`src/rtl/dmem_arb_pkg.sv`:
```
// Shared types and sizing helpers for the data-memory port arbiter.
package dmem_arb_pkg;

    typedef enum logic [1:0] {
        IDLE,
        ISSUE,
        WAIT
    } state_t;

    typedef enum logic {
        PIPE,
        DMA
    } owner_t;

    // Smallest width able to hold the values 0..max_val.
    function automatic int unsigned ctr_w(input int unsigned max_val);
        return (max_val < 2) ? 1 : $clog2(max_val + 1);
    endfunction

endpackage

```
`src/rtl/dmem_port_arbiter_if.sv`:
```
// Pipeline, loader and memory-side signals of the data-memory port arbiter.
interface dmem_port_arbiter_if #(
    parameter int unsigned ADDR_W = 6,
    parameter int unsigned DATA_W = 32
);
    logic              p_req;
    logic              p_we;
    logic [ADDR_W-1:0] p_addr;
    logic [DATA_W-1:0] p_wdata;
    logic              p_stall;
    logic              p_rvalid;
    logic [DATA_W-1:0] p_rdata;

    logic              d_valid;
    logic              d_ready;
    logic              d_we;
    logic [ADDR_W-1:0] d_addr;
    logic [DATA_W-1:0] d_wdata;
    logic              d_rvalid;
    logic [DATA_W-1:0] d_rdata;

    logic              m_en;
    logic              m_we;
    logic [ADDR_W-1:0] m_addr;
    logic [DATA_W-1:0] m_wdata;
    logic [DATA_W-1:0] m_rdata;

    modport slave (
        input  p_req, p_we, p_addr, p_wdata,
        output p_stall, p_rvalid, p_rdata,
        input  d_valid, d_we, d_addr, d_wdata,
        output d_ready, d_rvalid, d_rdata,
        output m_en, m_we, m_addr, m_wdata,
        input  m_rdata
    );

    modport master (
        output p_req, p_we, p_addr, p_wdata,
        input  p_stall, p_rvalid, p_rdata,
        output d_valid, d_we, d_addr, d_wdata,
        input  d_ready, d_rvalid, d_rdata,
        input  m_en, m_we, m_addr, m_wdata,
        output m_rdata
    );

endinterface

```
`src/rtl/dmem_arb_starve_ctr.sv`:
```
// Counts contended pipeline grants and forces a loader grant once STARVE_MAX is reached.
module dmem_arb_starve_ctr
    import dmem_arb_pkg::*;
#(
    parameter int unsigned STARVE_MAX = 4
) (
    input  logic CLK,
    input  logic Reset,
    input  logic pipe_grant,
    input  logic dma_grant,
    input  logic d_valid,
    output logic force_dma
);
    localparam int unsigned      CNT_W = ctr_w(STARVE_MAX);
    localparam logic [CNT_W-1:0] CNT_MAX = CNT_W'(STARVE_MAX);

    logic [CNT_W-1:0] starve_cnt;

    always_ff @(posedge CLK or posedge Reset) begin
        if (Reset) begin
            starve_cnt <= '0;
        end else if (dma_grant) begin
            starve_cnt <= '0;
        end else if (pipe_grant && d_valid && (starve_cnt != CNT_MAX)) begin
            starve_cnt <= starve_cnt + 1'b1;
        end
    end

    // Gated by d_valid so a departed loader cannot lock the pipeline out.
    assign force_dma = (starve_cnt == CNT_MAX) && d_valid;

endmodule

```
`src/rtl/dmem_port_arbiter.sv`:
```
// Shares one data-memory port between the MEM stage and a DMA/debug loader.
// Optional loader fairness guard: define DMEM_ARB_FAIRNESS_EN.
module dmem_port_arbiter
    import dmem_arb_pkg::*;
#(
    parameter int unsigned ADDR_W     = 6,
    parameter int unsigned DATA_W     = 32,
    parameter int unsigned MEM_LAT    = 1,
    parameter int unsigned STARVE_MAX = 4
) (
    input  logic                 CLK,
    input  logic                 Reset,
    dmem_port_arbiter_if.slave   bus
);
    localparam int unsigned      LAT_W    = ctr_w(MEM_LAT);
    localparam logic [LAT_W-1:0] LAT_LOAD = LAT_W'(MEM_LAT - 1);

    if (MEM_LAT < 1 || STARVE_MAX < 1) begin : g_bad_cfg
        $error("dmem_port_arbiter: MEM_LAT and STARVE_MAX must be at least 1");
    end

    state_t            state;
    owner_t            owner;
    logic [LAT_W-1:0]  lat_cnt;
    logic              m_en_q;
    logic              m_we_q;
    logic [ADDR_W-1:0] m_addr_q;
    logic [DATA_W-1:0] m_wdata_q;
    logic              p_rvalid_q;
    logic              d_rvalid_q;

    logic grant_pipe;
    logic grant_dma;
    logic force_dma;
    logic rd_last;
    logic p_done;

`ifdef DMEM_ARB_FAIRNESS_EN
    dmem_arb_starve_ctr #(
        .STARVE_MAX(STARVE_MAX)
    ) u_starve_ctr (
        .CLK       (CLK),
        .Reset     (Reset),
        .pipe_grant(grant_pipe),
        .dma_grant (grant_dma),
        .d_valid   (bus.d_valid),
        .force_dma (force_dma)
    );
`else
    assign force_dma = 1'b0;
`endif

    always_comb begin
        grant_pipe = 1'b0;
        grant_dma  = 1'b0;
        if (state == IDLE) begin
            if (bus.p_req && !force_dma) begin
                grant_pipe = 1'b1;
            end else if (bus.d_valid) begin
                grant_dma = 1'b1;
            end
        end
    end

    // High when the following cycle is the read's data cycle, so rvalid can be registered.
    assign rd_last = ((state == ISSUE) && !m_we_q && (LAT_LOAD == '0)) ||
                     ((state == WAIT) && (lat_cnt == LAT_W'(1)));

    always_ff @(posedge CLK or posedge Reset) begin
        if (Reset) begin
            state      <= IDLE;
            owner      <= PIPE;
            lat_cnt    <= '0;
            m_en_q     <= 1'b0;
            m_we_q     <= 1'b0;
            m_addr_q   <= '0;
            m_wdata_q  <= '0;
            p_rvalid_q <= 1'b0;
            d_rvalid_q <= 1'b0;
        end else begin
            m_en_q     <= 1'b0;
            p_rvalid_q <= rd_last && (owner == PIPE);
            d_rvalid_q <= rd_last && (owner == DMA);
            case (state)
                IDLE: begin
                    if (grant_pipe || grant_dma) begin
                        state     <= ISSUE;
                        m_en_q    <= 1'b1;
                        owner     <= grant_pipe ? PIPE : DMA;
                        m_we_q    <= grant_pipe ? bus.p_we    : bus.d_we;
                        m_addr_q  <= grant_pipe ? bus.p_addr  : bus.d_addr;
                        m_wdata_q <= grant_pipe ? bus.p_wdata : bus.d_wdata;
                    end
                end
                ISSUE: begin
                    if (m_we_q) begin
                        state <= IDLE;
                    end else begin
                        state   <= WAIT;
                        lat_cnt <= LAT_LOAD;
                    end
                end
                WAIT: begin
                    if (lat_cnt == '0) begin
                        state <= IDLE;
                    end else begin
                        lat_cnt <= lat_cnt - 1'b1;
                    end
                end
                default: state <= IDLE;
            endcase
        end
    end

    assign p_done = ((state == ISSUE) && (owner == PIPE) && m_we_q) || p_rvalid_q;

    assign bus.p_stall  = bus.p_req && !p_done;
    assign bus.p_rvalid = p_rvalid_q;
    assign bus.p_rdata  = p_rvalid_q ? bus.m_rdata : '0;
    assign bus.d_ready  = grant_dma;
    assign bus.d_rvalid = d_rvalid_q;
    assign bus.d_rdata  = d_rvalid_q ? bus.m_rdata : '0;
    assign bus.m_en     = m_en_q;
    assign bus.m_we     = m_we_q;
    assign bus.m_addr   = m_addr_q;
    assign bus.m_wdata  = m_wdata_q;

endmodule

```
`src/flat_wrapper.sv`:
```
// flat-port wrapper written by rule: the top's interface ports become plain ports
module dmem_port_arbiter_flat import dmem_arb_pkg::*;
#(
    parameter int unsigned ADDR_W     = 6,
    parameter int unsigned DATA_W     = 32,
    parameter int unsigned MEM_LAT    = 1,
    parameter int unsigned STARVE_MAX = 4
)
  (CLK, Reset, bus_p_req, bus_p_we, bus_p_addr, bus_p_wdata, bus_p_stall, bus_p_rvalid, bus_p_rdata, bus_d_valid, bus_d_we, bus_d_addr, bus_d_wdata, bus_d_ready, bus_d_rvalid, bus_d_rdata, bus_m_en, bus_m_we, bus_m_addr, bus_m_wdata, bus_m_rdata);
  dmem_port_arbiter_if #(.ADDR_W(ADDR_W), .DATA_W(DATA_W)) bus_i ();
  input  logic CLK;
  input  logic Reset;
  input wire logic [$bits(bus_i.p_req)-1:0] bus_p_req;
  input wire logic [$bits(bus_i.p_we)-1:0] bus_p_we;
  input wire logic [$bits(bus_i.p_addr)-1:0] bus_p_addr;
  input wire logic [$bits(bus_i.p_wdata)-1:0] bus_p_wdata;
  output wire logic [$bits(bus_i.p_stall)-1:0] bus_p_stall;
  output wire logic [$bits(bus_i.p_rvalid)-1:0] bus_p_rvalid;
  output wire logic [$bits(bus_i.p_rdata)-1:0] bus_p_rdata;
  input wire logic [$bits(bus_i.d_valid)-1:0] bus_d_valid;
  input wire logic [$bits(bus_i.d_we)-1:0] bus_d_we;
  input wire logic [$bits(bus_i.d_addr)-1:0] bus_d_addr;
  input wire logic [$bits(bus_i.d_wdata)-1:0] bus_d_wdata;
  output wire logic [$bits(bus_i.d_ready)-1:0] bus_d_ready;
  output wire logic [$bits(bus_i.d_rvalid)-1:0] bus_d_rvalid;
  output wire logic [$bits(bus_i.d_rdata)-1:0] bus_d_rdata;
  output wire logic [$bits(bus_i.m_en)-1:0] bus_m_en;
  output wire logic [$bits(bus_i.m_we)-1:0] bus_m_we;
  output wire logic [$bits(bus_i.m_addr)-1:0] bus_m_addr;
  output wire logic [$bits(bus_i.m_wdata)-1:0] bus_m_wdata;
  input wire logic [$bits(bus_i.m_rdata)-1:0] bus_m_rdata;
  assign bus_i.p_req = bus_p_req;
  assign bus_i.p_we = bus_p_we;
  assign bus_i.p_addr = bus_p_addr;
  assign bus_i.p_wdata = bus_p_wdata;
  assign bus_p_stall = bus_i.p_stall;
  assign bus_p_rvalid = bus_i.p_rvalid;
  assign bus_p_rdata = bus_i.p_rdata;
  assign bus_i.d_valid = bus_d_valid;
  assign bus_i.d_we = bus_d_we;
  assign bus_i.d_addr = bus_d_addr;
  assign bus_i.d_wdata = bus_d_wdata;
  assign bus_d_ready = bus_i.d_ready;
  assign bus_d_rvalid = bus_i.d_rvalid;
  assign bus_d_rdata = bus_i.d_rdata;
  assign bus_m_en = bus_i.m_en;
  assign bus_m_we = bus_i.m_we;
  assign bus_m_addr = bus_i.m_addr;
  assign bus_m_wdata = bus_i.m_wdata;
  assign bus_i.m_rdata = bus_m_rdata;
  dmem_port_arbiter #(.ADDR_W(ADDR_W), .DATA_W(DATA_W), .MEM_LAT(MEM_LAT), .STARVE_MAX(STARVE_MAX)) u_core (.CLK(CLK), .Reset(Reset), .bus(bus_i));
endmodule
```
`config.mk`:
```
export PLATFORM = sky130hd
export DESIGN_NAME = dmem_port_arbiter_flat
export DESIGN_NICKNAME = d
export VERILOG_FILES = /design/src/rtl/dmem_arb_pkg.sv /design/src/rtl/dmem_port_arbiter_if.sv /design/src/rtl/dmem_arb_starve_ctr.sv /design/src/rtl/dmem_port_arbiter.sv /design/src/flat_wrapper.sv
export SDC_FILE = /design/constraint.sdc
export NUM_CORES = 1
export LEC_CHECK = 0
export CAP_MARGIN = 15
export CORE_AREA = 2 2 100 102
export DETAILED_ROUTE_END_ITERATION = 16
export DIE_AREA = 0 0 102 104
export GPL_ROUTABILITY_DRIVEN = 0
export PLACE_DENSITY_LB_ADDON = 0.08
export SYNTH_ARGS = -nofsm -noshare
export SYNTH_HDL_FRONTEND = slang
export SYNTH_HIERARCHICAL = 1
export SYNTH_SLANG_ARGS = --single-unit
export TNS_END_PERCENT = 10
```
`constraint.sdc`:
```
create_clock -name CLK -period 1.5 [get_ports CLK]
set_clock_uncertainty 0.05 [all_clocks]
set_input_delay 0.45 -clock CLK [delete_from_list [all_inputs] [get_ports CLK]]
set_output_delay 0.45 -clock CLK [all_outputs]
set_load 0.02 [all_outputs]
```
==> results by group, run 1 <==
Status
  – Status: finished, violations left
  – Failing checks: negative setup slack

Yosys
  – Commonest cells in the netlist: and2_1, dfrtp_1, mux2_4
  – Count of flip-flops with a built-in enable after synthesis: 0
  – Portion of synthesized cell area occupied by the leading cell type: roughly 40%
  – Yosys top cell by area: dfrtp_1
  – Synth top area cells: dfrtp_1, mux2_4, and2_1
  – Top FF cell, synth: dfrtp_1
  – Main combinational cell family by area after synthesis: multiplexers
  – Simple-gate share of the synthesized area: between 10% and 20%
  – Synth Area in XOR/XNOR: 0%
  – Number of distinct library cell variants in the gate-level netlist after synthesis: 19
  – Most frequently used cell type in the post-synthesis netlist: and2_1
  – Complex-gate fraction of the synthesized area: 1.16%
  – Post-synthesis area per instance: roughly 13 um^2
  – Area of the mapped netlist: around 2800 um^2
  – Seq/Total Area, Yosys: 40.1%
  – Nets in the synthesized netlist: 329
  – Warning count from the yosys run: 6
  – Arithmetic-cell share of the synthesized area counting full adders, half adders and majority gates: 0%
  – Mux contribution to synthesized area: between 30% and 40%
  – Share of flip-flops with an asynchronous set or reset after synthesis: 100%
  – Mapped Cells: ~220
  – Count of state elements after synthesis: 45

Detailed routing
  – Routed via count: about 2500
  – Detailed-routed wire length on met3: slightly below 900 um
  – Total Wirelength: between 8000 and 9000 um
  – Wire length on met2: about 4400 um
  – Detail-routed via count per cell: around 4.3
  – Routed length on met1: ~3000 um
  – Routed WL per cell: about 15 um
  – Residual antenna-violating net count after detailed routing: 0
  – Number of detailed-routing iterations run before antenna repair: 4
  – Uppermost routed layer: met4
  – Initial drt markers: 68
  – Count of unresolved DRC violations after routing: 0

Floorplan
  – Core box area: around 9500 um^2
  – Die area: around 11000 um^2
  – Initial Utilization: approximately 29%
  – DIE HEIGHT: approximately 100 um
  – Standard-cell rows: 36
  – Horizontal die dimension: a little over 100 um
  – Number of I/O pins: around 220

Critical path
  – CP endpoint kind: output port
  – Top cell family by delay on the critical path: flip-flops
  – Crit-path max cell delay: 420 ps
  – Cells traversed along the worst timing path: nor4bb_4 > nor3b_2 > buf_4
  – Maximum fanout encountered on the critical timing path: 2
  – Launching point of the worst reg2reg path: u_core/state[0]
  – Critical Path RT: 1000 ps
  – Cell with the largest stage delay on the worst path: dfrtp_1
  – Arrival time reported for the critical path endpoint: 1250 ps
  – CP Launch Type: register
  – Setup Crit Path Kind: register to output port
  – Worst setup startpoint: u_core/owner
  – CP bufs+invs: 1

Cells and area
  – Synthesis-to-layout area growth: 85.9%
  – Diodes inserted: 0
  – Cell area after layout: ~5200 um^2
  – Total Nets Final: between 500 and 600
  – Ratio of cells with drive above 1 in the final layout: between 50 and 60%
  – Post-layout utilization of the core: 54.7%

Global routing
  – Overall overflow remaining after global route: 0
  – Wire length of the first global-routing pass: 12700 um
  – Total routing resource utilization after global routing: between 10 and 15%
  – Number of antenna violations at the first check in global routing: 0
  – Vias in the first global route: between 2000 and 3000
  – Maximum number of pins on one net before global-route repair: 36

Place
  – Area after detailed placement: approximately 5200 um^2
  – # port buffers: approximately 220
  – DP Wirelength: 6640 um

Flow run
  – Count of maximum capacitance violations: 0

STA
  – Setup repair after global routing missed its margin: true
  – Crit share post-route: 117%
  – Final critical-path setup slack: -252 ps
  – Headroom to the max-slew limit: 78.7%
  – Final hold violation count: 0
  – Number of max-slew violations in the final report: 0
  – Maximum clock frequency: roughly 570 MHz
  – Worst slew pin tran: 320 ps
  – Time the final worst path needs with I/O delays and setup: 1750 ps
  – Number of endpoints failing setup at the final stage: approximately 110

CTS
  – Maximum number of buffers from clock root to sink: 2
  – TritonCTS clock tree: yes
  – Clock-pin slew on the worst setup and hold paths: roughly 90 ps
  – Clock buffers created by TritonCTS: 5
  – Count of clock tree sinks: 45
  – Clock root buffer master: clkbuf_8
  – Maximum level of the CTS H-tree: 2
  – Clock insertion delay at the later pin of the skew report: 290 ps

Power
  – NetSw: 3.24 mW
  – Pint: roughly 5.0 mW
  – Logic gate share of total power: between 60% and 70%
  – Static power due to leakage: 2.46 nW
  – Sequential power share: between 20% and 30%
  – Highest ir drop seen on vdd: 0.721 mV
  – Clock share of power: between 8 and 9%
  – Power density of the placed cells: about 1600 nW/um^2
  – Sw frac: around 39%

Hold path
  – Path class of the lowest-slack min-delay path: register to register
  – Launch instance of the worst min-delay path: u_core/bus.m_wdata[20]
repair_timing:
item	4_1_cts	5_1_grt
endpoints found under the setup margin	146	145
resized for setup	496	67
gates cloned	0	0
hold buffers	0	0
buffers inserted	1	0
pin swaps	20	13
logic make-up after synthesis:
family,count (synthesis)
AO/OA/AOI/OAI,4
buffers and inverters,16
flip-flops,45
multiplexers,78
AND/OR/NAND/NOR,72
registers in the layout, summed over array words and instances (netlist names):
signal and cells:
u_core/bus.m_wdata 32, u_core/bus.m_we 1, u_core/owner 1, u_core/state 2
u_core/bus.m_addr 6, u_core/bus.p_rvalid 1, u_core/bus.d_rvalid 1, u_core/bus.m_en 1
layer usage:
layer / up-vias / GRT usage (%)
met5: - / 0
met4: 0 / 3.43
met3: 10 / 4.57
met2: 129 / 27.9
met1: 1159 / 16.2
li1: 1180 / -
per-stage QoR:
stage          power [mW]  worst slack, ps  hold WS [ps]  setup TNS, ps  instances
5_1_grt              8.75             -319           476         -16340        576
6_report             8.26             -252           458         -10770        576
4_1_cts              8.57             -271           465         -12730        576
2_1_floorplan        5.46            -43.1           389          -49.2        215
3_3_place_gp         7.88             -707           443         -57430        567
3_5_place_dp         7.90             -713           442         -58310        567
cells in the final DEF, fill, tap and decap left out, types with 2 or more instances in the layout:
| master | instances |
|---|---|
| a21oi_1 | 2 |
| and2_1 | 41 |
| and2_4 | 24 |
| buf_12 | 6 |
| buf_2 | 8 |
| buf_4 | 7 |
| buf_6 | 64 |
| clkbuf_1 | 2 |
| clkbuf_2 | 36 |
| clkbuf_8 | 5 |
| clkdlybuf4s50_1 | 92 |
| clkinvlp_4 | 2 |
| dfrtp_1 | 44 |
| dlygate4sd2_1 | 17 |
| dlymetal6s2s_1 | 3 |
| mux2_1 | 10 |
| mux2_2 | 29 |
| mux2_4 | 39 |
power by group through the flow:
stage / registers, mW / clock network [mW] / logic (mW)
2_1_floorplan: 2.90 / 0 / 2.55
3_5_place_dp: 2.19 / 0 / 5.71
4_1_cts: 2.21 / 0.760 / 5.60
5_1_grt: 2.28 / 0.815 / 5.65
3_3_place_gp: 2.18 / 0 / 5.70
6_report: 2.21 / 0.718 / 5.33
layout make-up:
cell class | instances | area [um^2]
Inverter | 1 | 7.51
Multi-Input combinational cell | 154 | 1600
Timing Repair Buffer | 235 | 2240
Fill cell | 896 | 4330
Sequential cell | 45 | 1130
Clock buffer | 7 | 76.3
Tap cell | 133 | 166
Clock inverter | 1 | 7.51
final timing paths:
| kind | endpoint | slack, ps | cells after the start |
|---|---|---|---|
| worst min register to register | u_core/bus.m_wdata[20] | 460 | 1 |
| worst max register to register | u_core/bus.m_wdata[18] | -30 | 5 |
| max in group asynchronous | u_core/state[1] | 740 | 3 |
| worst min-delay path | u_core/bus.m_wdata[20] | 460 | 1 |
| worst max-delay path | bus_p_stall | -250 | 3 |
| min in group asynchronous | u_core/bus.m_wdata[26] | 500 | 3 |
No activity file was read; power rests on OpenSTA's default activity.
==> run 2: changes to the inputs <==
PLACE_DENSITY = 0.73   (was default)
PLACE_DENSITY_LB_ADDON = default   (was 0.08)
==> run 2 against run 1 <==
The flow still finishes with violations (negative setup slack); sequential share of layout area down 0.85 points; clock-buffer cell count fell by 2; design area increased by 4.1%; total power grew 6.3%; sequential power hardly changed; hold slack gained 3.1 ps; worst setup slack got worse by 13 ps; combinational power increased by 9.0%; cell count is 2.1% higher; fmax is 0.71% lower; critical endpoint is now bus_d_ready; largest cell class unchanged; largest power group unchanged.
==> results by group, run 2 (synthesis gave the netlist of run 1 again) <==
Detailed routing
  – Number of detailed-routing iterations run before antenna repair: 4
  – Initial drt markers: between 50 and 60
  – Routed via count: 2561
  – Residual antenna-violating net count after detailed routing: 0
  – Routed WL per cell: 16.4 um
  – Count of unresolved DRC violations after routing: 0
  – Detail-routed via count per cell: between 4 and 5
  – Total Wirelength: between 9000 and 10000 um

CTS
  – Clock buffers created by TritonCTS: 5
  – Cts-stage hold buffer count: 0
  – Maximum number of buffers from clock root to sink: 2
  – Clock-pin slew on the worst setup and hold paths: approximately 90 ps
  – Maximum level of the CTS H-tree: 2
  – Clock insertion delay at the later pin of the skew report: about 290 ps
  – TritonCTS clock tree: yes
  – Count of clock tree sinks: 45
  – Clock root buffer master: clkbuf_8

Floorplan
  – Core box area: roughly 9500 um^2
  – Standard-cell rows: 36
  – Horizontal die dimension: 102 um
  – DIE HEIGHT: approximately 100 um
  – Die area: about 11000 um^2
  – Number of I/O pins: approximately 220
  – Initial Utilization: between 20 and 30%

Critical path
  – CP endpoint kind: output port
  – CP Launch Type: register
  – Arrival time reported for the critical path endpoint: about 1300 ps
  – Setup Crit Path Kind: register to output port
  – Critical Path RT: 1000 ps
  – Maximum fanout encountered on the critical timing path: 2

Flow run
  – Count of maximum capacitance violations: 0

Global routing
  – Vias in the first global route: about 2700
  – Total routing resource utilization after global routing: 17.3%
  – Wire length of the first global-routing pass: approximately 14000 um
  – Number of antenna violations at the first check in global routing: 1
  – Overall overflow remaining after global route: 0
  – Maximum number of pins on one net before global-route repair: 34

STA
  – Number of max-slew violations in the final report: 0
  – Time the final worst path needs with I/O delays and setup: 1760 ps
  – Maximum clock frequency: between 500 and 600 MHz
  – Final hold slack: ~460 ps
  – Setup repair after global routing missed its margin: true
  – Crit share post-route: 118%
  – Headroom to the max-slew limit: 81.0%
  – Number of endpoints failing setup at the final stage: 107
  – Final hold violation count: 0
  – Worst slew pin tran: 284 ps
  – Final critical-path setup slack: -264 ps

Status
  – Failing checks: negative setup slack
  – Status: finished, violations left

Power
  – Total Power: just under 9 mW
  – Static power due to leakage: ~2.6 nW
  – Power density of the placed cells: around 1600 nW/um^2
  – Highest ir drop seen on vdd: 0.782 mV

Hold path
  – Path class of the lowest-slack min-delay path: register to register

Cells and area
  – FF+latch area: about 1100 um^2
  – Leading cell type in the layout, fill and taps excluded: clkdlybuf4s50_1
  – Number of fillers in the final layout: about 840
  – Total Nets Final: between 500 and 600
  – Ratio of cells with drive above 1 in the final layout: between 50% and 60%
  – Synthesis-to-layout area growth: 93.5%
  – Combined area of the multi-input logic cells: 1630 um^2
  – Highest-count cells in the layout ignoring fill and taps: clkdlybuf4s50_1, buf_6, dfrtp_1
  – Largest register FFs: 32

Place
  – DP Wirelength: 7420 um
  – # port buffers: between 200 and 250
[run 2: what timing repair did]
action	4_1_cts	5_1_grt
endpoints found under the hold margin	0	0
gates cloned	1	3
gates resized for setup	496	59
buffers inserted	2	0
pin swaps	15	12
endpoints found under the setup margin	146	131
[run 2: final timing paths]
check,to,start,depth (start not counted),slack [ps]
setup / recovery,bus_d_ready,u_core/state[1],5,-260
hold / removal,u_core/bus.m_wdata[31],u_core/bus.m_wdata[31],1,460
setup reg to reg,u_core/bus.m_addr[5],u_core/state[1],7,-250
hold reg to reg,u_core/bus.m_wdata[31],u_core/bus.m_wdata[31],1,460
max in group asynchronous,u_core/bus.p_rvalid,Reset,3,740
min in group asynchronous,u_core/bus.m_wdata[2],Reset,3,500
[run 2: area by class of cell]
cell class	instances	area share [%]
diodes	1	0.0460
clock buffers	5	1.27
clock inverters	3	0.322
inverters	1	0.138
multi-input cells	154	30.0
flip-flops and latches	45	20.7
well taps	133	3.06
repair buffers	246	44.5
[run 2: worst max-delay path, cell delays in order, from the launching register on]
cell and delay [ps]:
dfrtp_1 430, buf_6 140, nor2_4 100, nand2_2 70, nor2_4 100, buf_6 120
[run 2: layer usage]
| metal | routed length, um | GRT usage (%) |
|---|---|---|
| met4 | 195 | 4.86 |
| met2 | 5300 | 33.7 |
| met3 | 930 | 5.51 |
| met1 | 3240 | 16.8 |
| met5 | 0 | 0 |
[run 2: metrics by stage]
stage	TNS, ps	instance area, um^2	worst slack (ps)	cells	util [%]
after floorplan	-49.2	2820	-43.1	215	-
after global placement	-60010	5220	-779	573	54.7
after detailed placement	-60430	5220	-790	573	54.7
after CTS	-19050	5380	-310	584	56.3
after global routing	-24700	5440	-333	588	56.9
final	-19610	5440	-264	588	56.9
[run 2: power breakdown]
part           internal [mW]  switching (mW)
registers               1.83           0.391
logic                   3.22            2.59
clock network          0.322           0.422
